### config.mk
export PLATFORM = sky130hd
export DESIGN_NAME = ex_muldiv_unit
export DESIGN_NICKNAME = d
export VERILOG_FILES = /design/src/rtl/ex_muldiv_unit.sv
export SDC_FILE = /design/constraint.sdc
export NUM_CORES = 2
export LEC_CHECK = 0
export CAP_MARGIN = 0
export CORE_MARGIN = 10
export CORE_UTILIZATION = 45
export CTS_CLUSTER_SIZE = 14
export DETAILED_ROUTE_END_ITERATION = 10
export PLACE_DENSITY = 0.73
export SKIP_CTS_REPAIR_TIMING = 1
export SLEW_MARGIN = 20
export SYNTH_ARGS = -nofsm -noshare
export SYNTH_HDL_FRONTEND = slang
export SYNTH_SLANG_ARGS = --single-unit
### constraint.sdc
create_clock -name clk -period 7.89 [get_ports clk]
set_input_delay 1.1835 -clock clk [delete_from_list [all_inputs] [get_ports clk]]
set_output_delay 1.1835 -clock clk [all_outputs]
set_load 0.02 [all_outputs]
### src/rtl/ex_muldiv_unit.sv
// ex_muldiv_unit
// Iterative RV32M multiply/divide unit in the EX stage. It watches the
// ID/EX register outputs for M-extension R-type instructions. While it
// computes, it stalls the front end. It then presents a registered result
// for one cycle (md_done) so that EX/MEM can capture it.
//
// Ports:
//   clk        pipeline clock, all state updates on posedge
//   rst        asynchronous active-low reset
//   ex_valid   EX holds a live instruction
//   ex_opcode  opcode from ID/EX
//   ex_func7   func7 from ID/EX
//   ex_func3   func3 from ID/EX, selects MUL/MULH/MULHSU/MULHU/DIV/DIVU/REM/REMU
//   ex_op1     forwarded rs1 value
//   ex_op2     forwarded rs2 value
//   ex_wb_rd   destination register
//   flush      EX-stage kill (mispredict / trap)
//   md_stall   hold IF/ID and ID/EX while the unit is working
//   md_done    one-cycle pulse, md_result/md_rd valid
//   md_result  operation result, held until the next md_done
//   md_rd      destination register captured at start
//   md_busy    FSM not in IDLE
module ex_muldiv_unit #(
  parameter int XLEN          = 32,
  parameter bit DIV_ZERO_FAST = 1'b1
) (
  input  logic            clk,
  input  logic            rst,
  input  logic            ex_valid,
  input  logic [6:0]      ex_opcode,
  input  logic [6:0]      ex_func7,
  input  logic [2:0]      ex_func3,
  input  logic [XLEN-1:0] ex_op1,
  input  logic [XLEN-1:0] ex_op2,
  input  logic [4:0]      ex_wb_rd,
  input  logic            flush,
  output logic            md_stall,
  output logic            md_done,
  output logic [XLEN-1:0] md_result,
  output logic [4:0]      md_rd,
  output logic            md_busy
);

  typedef enum logic [2:0] {
    S_IDLE,
    S_MUL,
    S_DIV,
    S_FIX,
    S_DONE
  } state_t;

  state_t state_q, state_d;

  logic [32:0] mulA_q, mulA_d;
  logic [32:0] mulB_q, mulB_d;
  logic [31:0] quo_q, quo_d;
  logic [31:0] dvs_q, dvs_d;
  logic [31:0] rem_q, rem_d;
  logic [4:0]  cnt_q, cnt_d;
  logic        qNeg_q, qNeg_d;
  logic        rNeg_q, rNeg_d;
  logic [2:0]  func3_q, func3_d;
  logic [4:0]  rd_q, rd_d;
  logic [31:0] result_q, result_d;

  logic        isM;
  logic        start;
  logic        divSigned;
  logic        divZero;
  logic        divOvf;
  logic        fastSpecial;
  logic [31:0] absOp1;
  logic [31:0] absOp2;
  logic [31:0] specialRes;
  logic [63:0] prod;
  logic [32:0] remShift;
  logic [32:0] trial;
  logic [31:0] quoFixed;
  logic [31:0] remFixed;

  // Instruction decode and start qualification. Start is held off while reset
  // is asserted so that the stall output stays quiet during reset.
  assign isM       = ex_valid & (ex_opcode == 7'b0110011) & (ex_func7 == 7'b0000001);
  assign start     = isM & (state_q == S_IDLE) & ~flush & rst;
  assign divSigned = ~ex_func3[0];
  assign divZero   = (ex_op2 == 32'd0);
  assign divOvf    = divSigned & (ex_op1 == 32'h8000_0000) & (ex_op2 == 32'hFFFF_FFFF);
  assign fastSpecial = DIV_ZERO_FAST & (divZero | divOvf);

  assign absOp1 = (divSigned & ex_op1[31]) ? (32'd0 - ex_op1) : ex_op1;
  assign absOp2 = (divSigned & ex_op2[31]) ? (32'd0 - ex_op2) : ex_op2;

  // Divide-by-zero gives all ones for the quotient and the dividend for the
  // remainder. Signed overflow gives the dividend back for the quotient and
  // zero for the remainder.
  always_comb begin
    specialRes = 32'd0;
    if (divZero) begin
      specialRes = ex_func3[1] ? ex_op1 : 32'hFFFF_FFFF;
    end else begin
      specialRes = ex_func3[1] ? 32'd0 : 32'h8000_0000;
    end
  end

  // The operands are already sign- or zero-extended to 33 bits, so the low 64
  // bits of their product hold every MUL/MULH* result exactly.
  assign prod = {{31{mulA_q[32]}}, mulA_q} * {{31{mulB_q[32]}}, mulB_q};

  // One restoring step. The remainder stays below the divisor, so 33 bits hold
  // the shifted value, and bit 32 of the trial difference is its borrow.
  assign remShift = {rem_q, quo_q[31]};
  assign trial    = remShift - {1'b0, dvs_q};

  assign quoFixed = qNeg_q ? (32'd0 - quo_q) : quo_q;
  assign remFixed = rNeg_q ? (32'd0 - rem_q) : rem_q;

  // State register
  always_ff @(posedge clk or negedge rst) begin
    if (!rst) begin
      state_q <= S_IDLE;
    end else begin
      state_q <= state_d;
    end
  end

  // Next-state logic. A flush aborts any operation in flight.
  always_comb begin
    state_d = state_q;
    case (state_q)
      S_IDLE: begin
        if (start) begin
          if (ex_func3[2]) begin
            state_d = fastSpecial ? S_DONE : S_DIV;
          end else begin
            state_d = S_MUL;
          end
        end
      end
      S_MUL:  state_d = S_DONE;
      S_DIV:  state_d = (cnt_q == 5'd31) ? S_FIX : S_DIV;
      S_FIX:  state_d = S_DONE;
      S_DONE: state_d = S_IDLE;
      default: state_d = S_IDLE;
    endcase
    if (flush && (state_q != S_IDLE)) begin
      state_d = S_IDLE;
    end
  end

  // Outputs. Stall drops combinationally on flush, and it is low in DONE so
  // the pipeline advances at the end of that cycle.
  always_comb begin
    md_busy  = (state_q != S_IDLE);
    md_done  = (state_q == S_DONE) & ~flush;
    md_stall = start |
               (((state_q == S_MUL) | (state_q == S_DIV) | (state_q == S_FIX)) & ~flush);
  end

  assign md_result = result_q;
  assign md_rd     = rd_q;

  // Datapath next-state: operand capture, multiply, divide iteration, sign fix.
  always_comb begin
    mulA_d   = mulA_q;
    mulB_d   = mulB_q;
    quo_d    = quo_q;
    dvs_d    = dvs_q;
    rem_d    = rem_q;
    cnt_d    = cnt_q;
    qNeg_d   = qNeg_q;
    rNeg_d   = rNeg_q;
    func3_d  = func3_q;
    rd_d     = rd_q;
    result_d = result_q;
    case (state_q)
      S_IDLE: begin
        if (start) begin
          func3_d = ex_func3;
          rd_d    = ex_wb_rd;
          if (!ex_func3[2]) begin
            // op1 is signed for MUL/MULH/MULHSU; op2 is signed for MUL/MULH.
            mulA_d = {(ex_func3[1:0] != 2'b11) & ex_op1[31], ex_op1};
            mulB_d = {~ex_func3[1] & ex_op2[31], ex_op2};
          end else begin
            quo_d  = absOp1;
            dvs_d  = absOp2;
            rem_d  = 32'd0;
            cnt_d  = 5'd0;
            qNeg_d = divSigned & (ex_op1[31] ^ ex_op2[31]) & ~divZero;
            rNeg_d = divSigned & ex_op1[31];
            if (fastSpecial) begin
              result_d = specialRes;
            end
          end
        end
      end
      S_MUL: begin
        result_d = (func3_q[1:0] == 2'b00) ? prod[31:0] : prod[63:32];
      end
      S_DIV: begin
        if (!trial[32]) begin
          rem_d = trial[31:0];
          quo_d = {quo_q[30:0], 1'b1};
        end else begin
          rem_d = remShift[31:0];
          quo_d = {quo_q[30:0], 1'b0};
        end
        cnt_d = cnt_q + 5'd1;
      end
      S_FIX: begin
        result_d = func3_q[1] ? remFixed : quoFixed;
      end
      default: ;
    endcase
  end

  // Datapath registers
  always_ff @(posedge clk or negedge rst) begin
    if (!rst) begin
      mulA_q   <= '0;
      mulB_q   <= '0;
      quo_q    <= '0;
      dvs_q    <= '0;
      rem_q    <= '0;
      cnt_q    <= '0;
      qNeg_q   <= 1'b0;
      rNeg_q   <= 1'b0;
      func3_q  <= '0;
      rd_q     <= '0;
      result_q <= '0;
    end else begin
      mulA_q   <= mulA_d;
      mulB_q   <= mulB_d;
      quo_q    <= quo_d;
      dvs_q    <= dvs_d;
      rem_q    <= rem_d;
      cnt_q    <= cnt_d;
      qNeg_q   <= qNeg_d;
      rNeg_q   <= rNeg_d;
      func3_q  <= func3_d;
      rd_q     <= rd_d;
      result_q <= result_d;
    end
  end

endmodule
**After elaboration in Yosys (flattened, before gate mapping)**

Cells that the tools add are included.

- Register bits after elaboration: 211
- Input port bits: 90
- Output and inout port bits: 40
- Logic and storage cells: 101

- Add/subtract/negate cells: 6
- Multipliers: 1
- Equal/unequal tests: 14
- Mux-type cells: 30
- Bitwise logic cells: 25
- Reduce and logical (&&, ||, !) cells: 13

Operator list:

| operator | number |
|---|---|
| 32-bit two-way mux | 17 |
| 32-bit case mux with 2 select lines | 2 |
| 1-bit by 32-bit subtractor with 32-bit output, first input constant | 4 |
| 32-bit case mux with 3 select lines | 1 |
| 32-bit == test, second input constant | 2 |
| 33-bit by 33-bit multiplier with 64-bit output | 1 |
| 33-bit by 32-bit subtractor with 33-bit output | 1 |
| 32-bit zero test | 1 |
| 1-bit bitwise AND | 15 |
| 3-bit two-way mux | 4 |
| 5-bit two-way mux | 2 |
| 5-bit case mux with 2 select lines | 1 |
| 3-bit case mux with 3 select lines | 1 |
| 3-bit AND reduction | 3 |
| 2-bit inequality test, second input constant | 4 |
| 7-bit by 1-bit == test with 1-bit output, second input constant | 1 |
| 7-bit by 6-bit == test with 1-bit output, second input constant | 1 |
| 3-bit by 2-bit == test with 1-bit output, second input constant | 2 |
| 3-bit nonzero test | 2 |
| 5-bit by 1-bit adder with 5-bit output, second input constant | 1 |
| 5-bit == test, second input constant | 1 |
| 1-bit NOT | 5 |
| 1-bit bitwise OR | 4 |
| 4-bit AND reduction | 1 |
| 11 further kinds | 12 |

**Logic depth before layout (Yosys ltp)**

- Depth in word-level cells: 9
- Gate-level depth with buffers: 30
- Gate-level depth less buffers: 28

**Worst setup path after synthesis**

OpenSTA, ideal clock, no wires.

- Path type: reg2reg
- From: register mulB_q[3]
- To: register result_q[29] (netlist: md_result[29])
- Setup time: 104 ps
- Arrival: 7775 ps
- Data required time: 7786 ps
- Path slack: 11 ps
- Stages on the path, launching flop included: 29
- Path buffers: 3
- Period minus slack after synthesis: 7879 ps
- Cell sequence: dfrtp_1 -> clkbuf_1 -> clkbuf_1 -> nand2_1 -> inv_1 -> fa_1 -> fa_1 -> fa_1 -> fa_1 -> inv_1 -> fa_1 -> inv_1 -> fa_1 -> inv_1 -> fa_1 -> fa_1 -> inv_1 -> ha_1 -> clkbuf_1 -> a21oi_1 -> o21ai_0 -> a21o_1 -> a21o_1 -> a21oi_1 -> inv_1 -> a21oi_1 -> mux2_2 -> o211a_1 -> a221oi_1

- Cells in the longest elaborated chain, start to end: 3

Ends and longest elaborated chain:

| what | line | RTL |
|---|---|---|
| from (decl) | 55 | `logic [32:0] mulB_q, mulB_d;` |
| from (signal assigned) | 233 | `mulB_q <= mulB_d;` |
| 33-bit by 33-bit multiplier with 64-bit output | 107 | `assign prod = {{31{mulA_q[32]}}, mulA_q} * {{31{mulB_q[32]}}, mulB_q};` |
| 32-bit two-way mux | 198 | `result_d = (func3_q[1:0] == 2'b00) ? prod[31:0] : prod[63:32];` |
| 32-bit case mux with 3 select lines | 175 | `case (state_q)` |
| to (signal assigned) | 242 | `result_q <= result_d;` |
| to (decl) | 64 | `logic [31:0] result_q, result_d;` |

Every way passes these cells.
A chain may end at the register's enable or synchronous reset.

**Final worst setup path**

- From: register mulB_q[21]
- To: register result_q[23] (netlist: md_result[23])

The elaborated chain is that of the path after synthesis.

==> metrics.md <==
| Metric | Value |
|---|---|
| Status | `finished, final reports clean` |
| FP Rows | `124` |
| R2R cell count | `30` |
| Final slew viol count | `0` |
| Worst-margin pin slew | `1064 ps` |
| Layout area overhead | `12.50%` |
| Total power per unit cell area | `52.31 nW/um^2` |
| Detailed Route Iter0 Violations | `3352` |
| Post-route ant nets | `0` |
| Clock slew at reported path FFs | `60 ps` |
| # H-tree levels | `1` |
| Critical Path Fanout Max | `23` |
| Highest-count cells in the layout ignoring fill and taps | `inv_1, fa_1, nand2_1` |
| CTS buffer count | `27` |
| Yosys warns | `0` |
| Gpl congestion | `0.9796` |
| Fmax | `130.0 MHz` |
| Hold path depth | `2` |
| RSZ-0062 raised after global routing | `true` |
| Worst Hold Slack | `476.0 ps` |
| Xor/xnor share of the synthesized area | `3.642%` |
| Setup TNS Final | `0 ps` |
| Crit Path Class | `flop to flop` |
| First-pass GRT wire length | `243600 um` |
| Die H | `360.4 um` |
| Crit. End Element | `flop` |
| Io pins | `130` |
| DRC | `0` |
| Post-synthesis adder-cell area fraction | `49.25%` |
| Largest family of logic cells by synthesized area | `adder cells` |
| Vias in the first global route | `44390` |
| Ys flop type | `dfrtp_1` |
| Critical path data required time | `8390 ps` |
| Clk root buf | `clkbuf_16` |
| TritonRoute pass-1 iters | `6` |
| Synth unique cells | `80` |
| Max rail drop VDD | `0.0001621 V` |
| Slowest stage delay, CP | `580 ps` |
| CTS sink cnt | `211` |
| Layout Nets | `7395` |
| Mux cell area share after synthesis | `2.099%` |
| Final period utilization | `97.52%` |
| Final Hold Viols | `0` |
| Starting Density | `45.48%` |
| Largest net degree at the start of global routing | `76` |
| Vias per cell | `5.508` |
| Max clock buf depth | `3` |
| Worst-skew pair later-pin latency | `570 ps` |
| Compound-gate portion of the synthesized area | `8.122%` |
| Layout cells sized above 1 | `9.082%` |
| Filler instances | `10250` |
| Worst clock skew | `14.09 ps` |
| Pleak | `28.97 nW` |
| Post-Syn Nets | `7226` |
| Setup-failing EPs final | `0` |
| Max cap viols | `0` |
| Remaining global-route overflow | `0` |
| Simple-gate portion of the synthesized area | `15.84%` |
| Core ar. | `114700 um^2` |
| CTS tree | `done` |
| Critical path arrival | `8190 ps` |
| Most common cell after layout, fill and taps aside | `inv_1` |
| Tmin final | `7694 ps` |
| Hold crit path type | `flop to flop` |
| Die X | `360.4 um` |
| Final wirelength | `150400 um` |
| Avg WL per Cell | `20.16 um` |
| Die Area | `129900 um^2` |
| Rel. slew slack | `29.03%` |
| Post-Syn Instances | `5759` |
| Antenna violations before repair | `18` |
| DP HPWL | `124600 um` |
| Post-synthesis sequential area ratio | `10.13%` |
| Via count | `41090` |
| Worst path bufs/invs | `11` |
| Number of cells on the critical path | `30` |
| CP max stage cell | `fa_1` |
| Total power | `0.003069 W` |
| Ys async rst share | `100.0%` |
| Worst Setup Start Kind | `flop` |
| Post-Syn Area | `52150 um^2` |
| Avg Cell Area, Syn | `9.055 um^2` |
| Crit-path leading delay family | `adder cells` |
| Final core occ | `51.17%` |
| Post-synth EDFFs | `0` |
| FF+latch count, synth | `211` |
| PortBufs | `129` |
| GRT Total Usage | `23.27%` |
| Top cell by count, worst path | `fa_1` |
[cells in the mapped netlist (33+ instances only)]
cell | n | area share (%)
fa_1 | 1126 | 43
xnor2_1 | 124 | 2.1
nor2b_1 | 33 | 0.40
a21o_1 | 33 | 0.48
xor2_1 | 91 | 1.5
mux2_2 | 67 | 1.4
nand3_1 | 36 | 0.35
nand4_1 | 34 | 0.41
mux2i_1 | 34 | 0.65
ha_1 | 251 | 6.0
nand2_1 | 741 | 5.3
a22oi_1 | 34 | 0.49
clkbuf_1 | 303 | 2.2
nor3_1 | 35 | 0.34
a21oi_1 | 148 | 1.4
nor2_1 | 123 | 0.89
o21ai_0 | 248 | 2.4
inv_1 | 1197 | 8.6
and2_1 | 542 | 6.5
dfrtp_1 | 211 | 10
[final timing paths]
path	to	slack (ps)	startpoint
hold / removal	md_result[13]$_DFFE_PN0P_	480	md_result[13]$_DFFE_PN0P_
setup reg to reg	md_result[23]$_DFFE_PN0P_	200	mulB_q[21]$_DFFE_PN0P_
hold reg to reg	md_result[13]$_DFFE_PN0P_	480	md_result[13]$_DFFE_PN0P_
max in group asynchronous	mulA_q[22]$_DFFE_PN0P_	5820	rst
setup / recovery	md_result[23]$_DFFE_PN0P_	200	mulB_q[21]$_DFFE_PN0P_
min in group asynchronous	dvs_q[14]$_DFFE_PN0P_	570	rst
[worst reg2reg max path, delay by kind of cell, from the launching register on]
kind                     cells  cell delay [ps]
buffers and inverters       11             1110
XOR/XNOR                     1              150
AND/OR/NAND/NOR              4              810
adder cells (fa/ha/maj)      9             4420
AO/OA/AOI/OAI                5              690
flip-flops                   1              410
[kinds of logic (layout without fill, tap and decap cells)]
group                    Yosys count  count (layout)
AND/OR/NAND/NOR                 1665            1665
buffers and inverters           1513            1700
adder cells (fa/ha/maj)         1377            1377
AO/OA/AOI/OAI                    676             676
XOR/XNOR                         216             216
flip-flops                       211             211
multiplexers                     101             101
other                              0               1
[metal layers]
metal,vias up,GRT usage (%),routed length [um]
met1,21140,29.28,58200
met2,1720,39.95,73880
li1,17810,-,-
met4,28,7.847,6014
met3,387,4.490,12100
met5,-,0,176
[registers in the layout, summed over array words and instances (netlist names)]
signal / cells
cnt_q: 5
qNeg_q: 1
mulB_q: 33
quo_q: 32
md_result: 32
rem_q: 32
md_rd: 5
rNeg_q: 1
state_q: 3
func3_q: 2
dvs_q: 32
mulA_q: 33
[cell type report]
class                   count  area (um^2)  share of cell area (%)
clock buffers              40        764.5                   1.303
flip-flops and latches    211         5296                   9.028
inverters                1197         4493                   7.659
multi-input cells        4035        41580                   70.89
repair buffers            456         4564                   7.780
well taps                1512         1892                   3.225
diodes                      1        2.502                0.004266
clock inverters             7        67.56                  0.1152
[through the flow]
stage,instance area [um^2],std cells,worst slack (ps)
final,58670,7459,196.1
after global routing,58670,7459,-97.20
after CTS,58100,7443,-131.7
after detailed placement,57260,7396,-70.05
after global placement,57260,7396,-47.72
after floorplan,52150,5759,11.40
[where the power goes]
group	switching (W)	internal, W
registers	0.000100	0.00113
logic	0.000344	0.000275
clock network	0.000522	0.000698
total	0.000966	0.00210
Note: power is estimated with default switching activity, not from simulation.
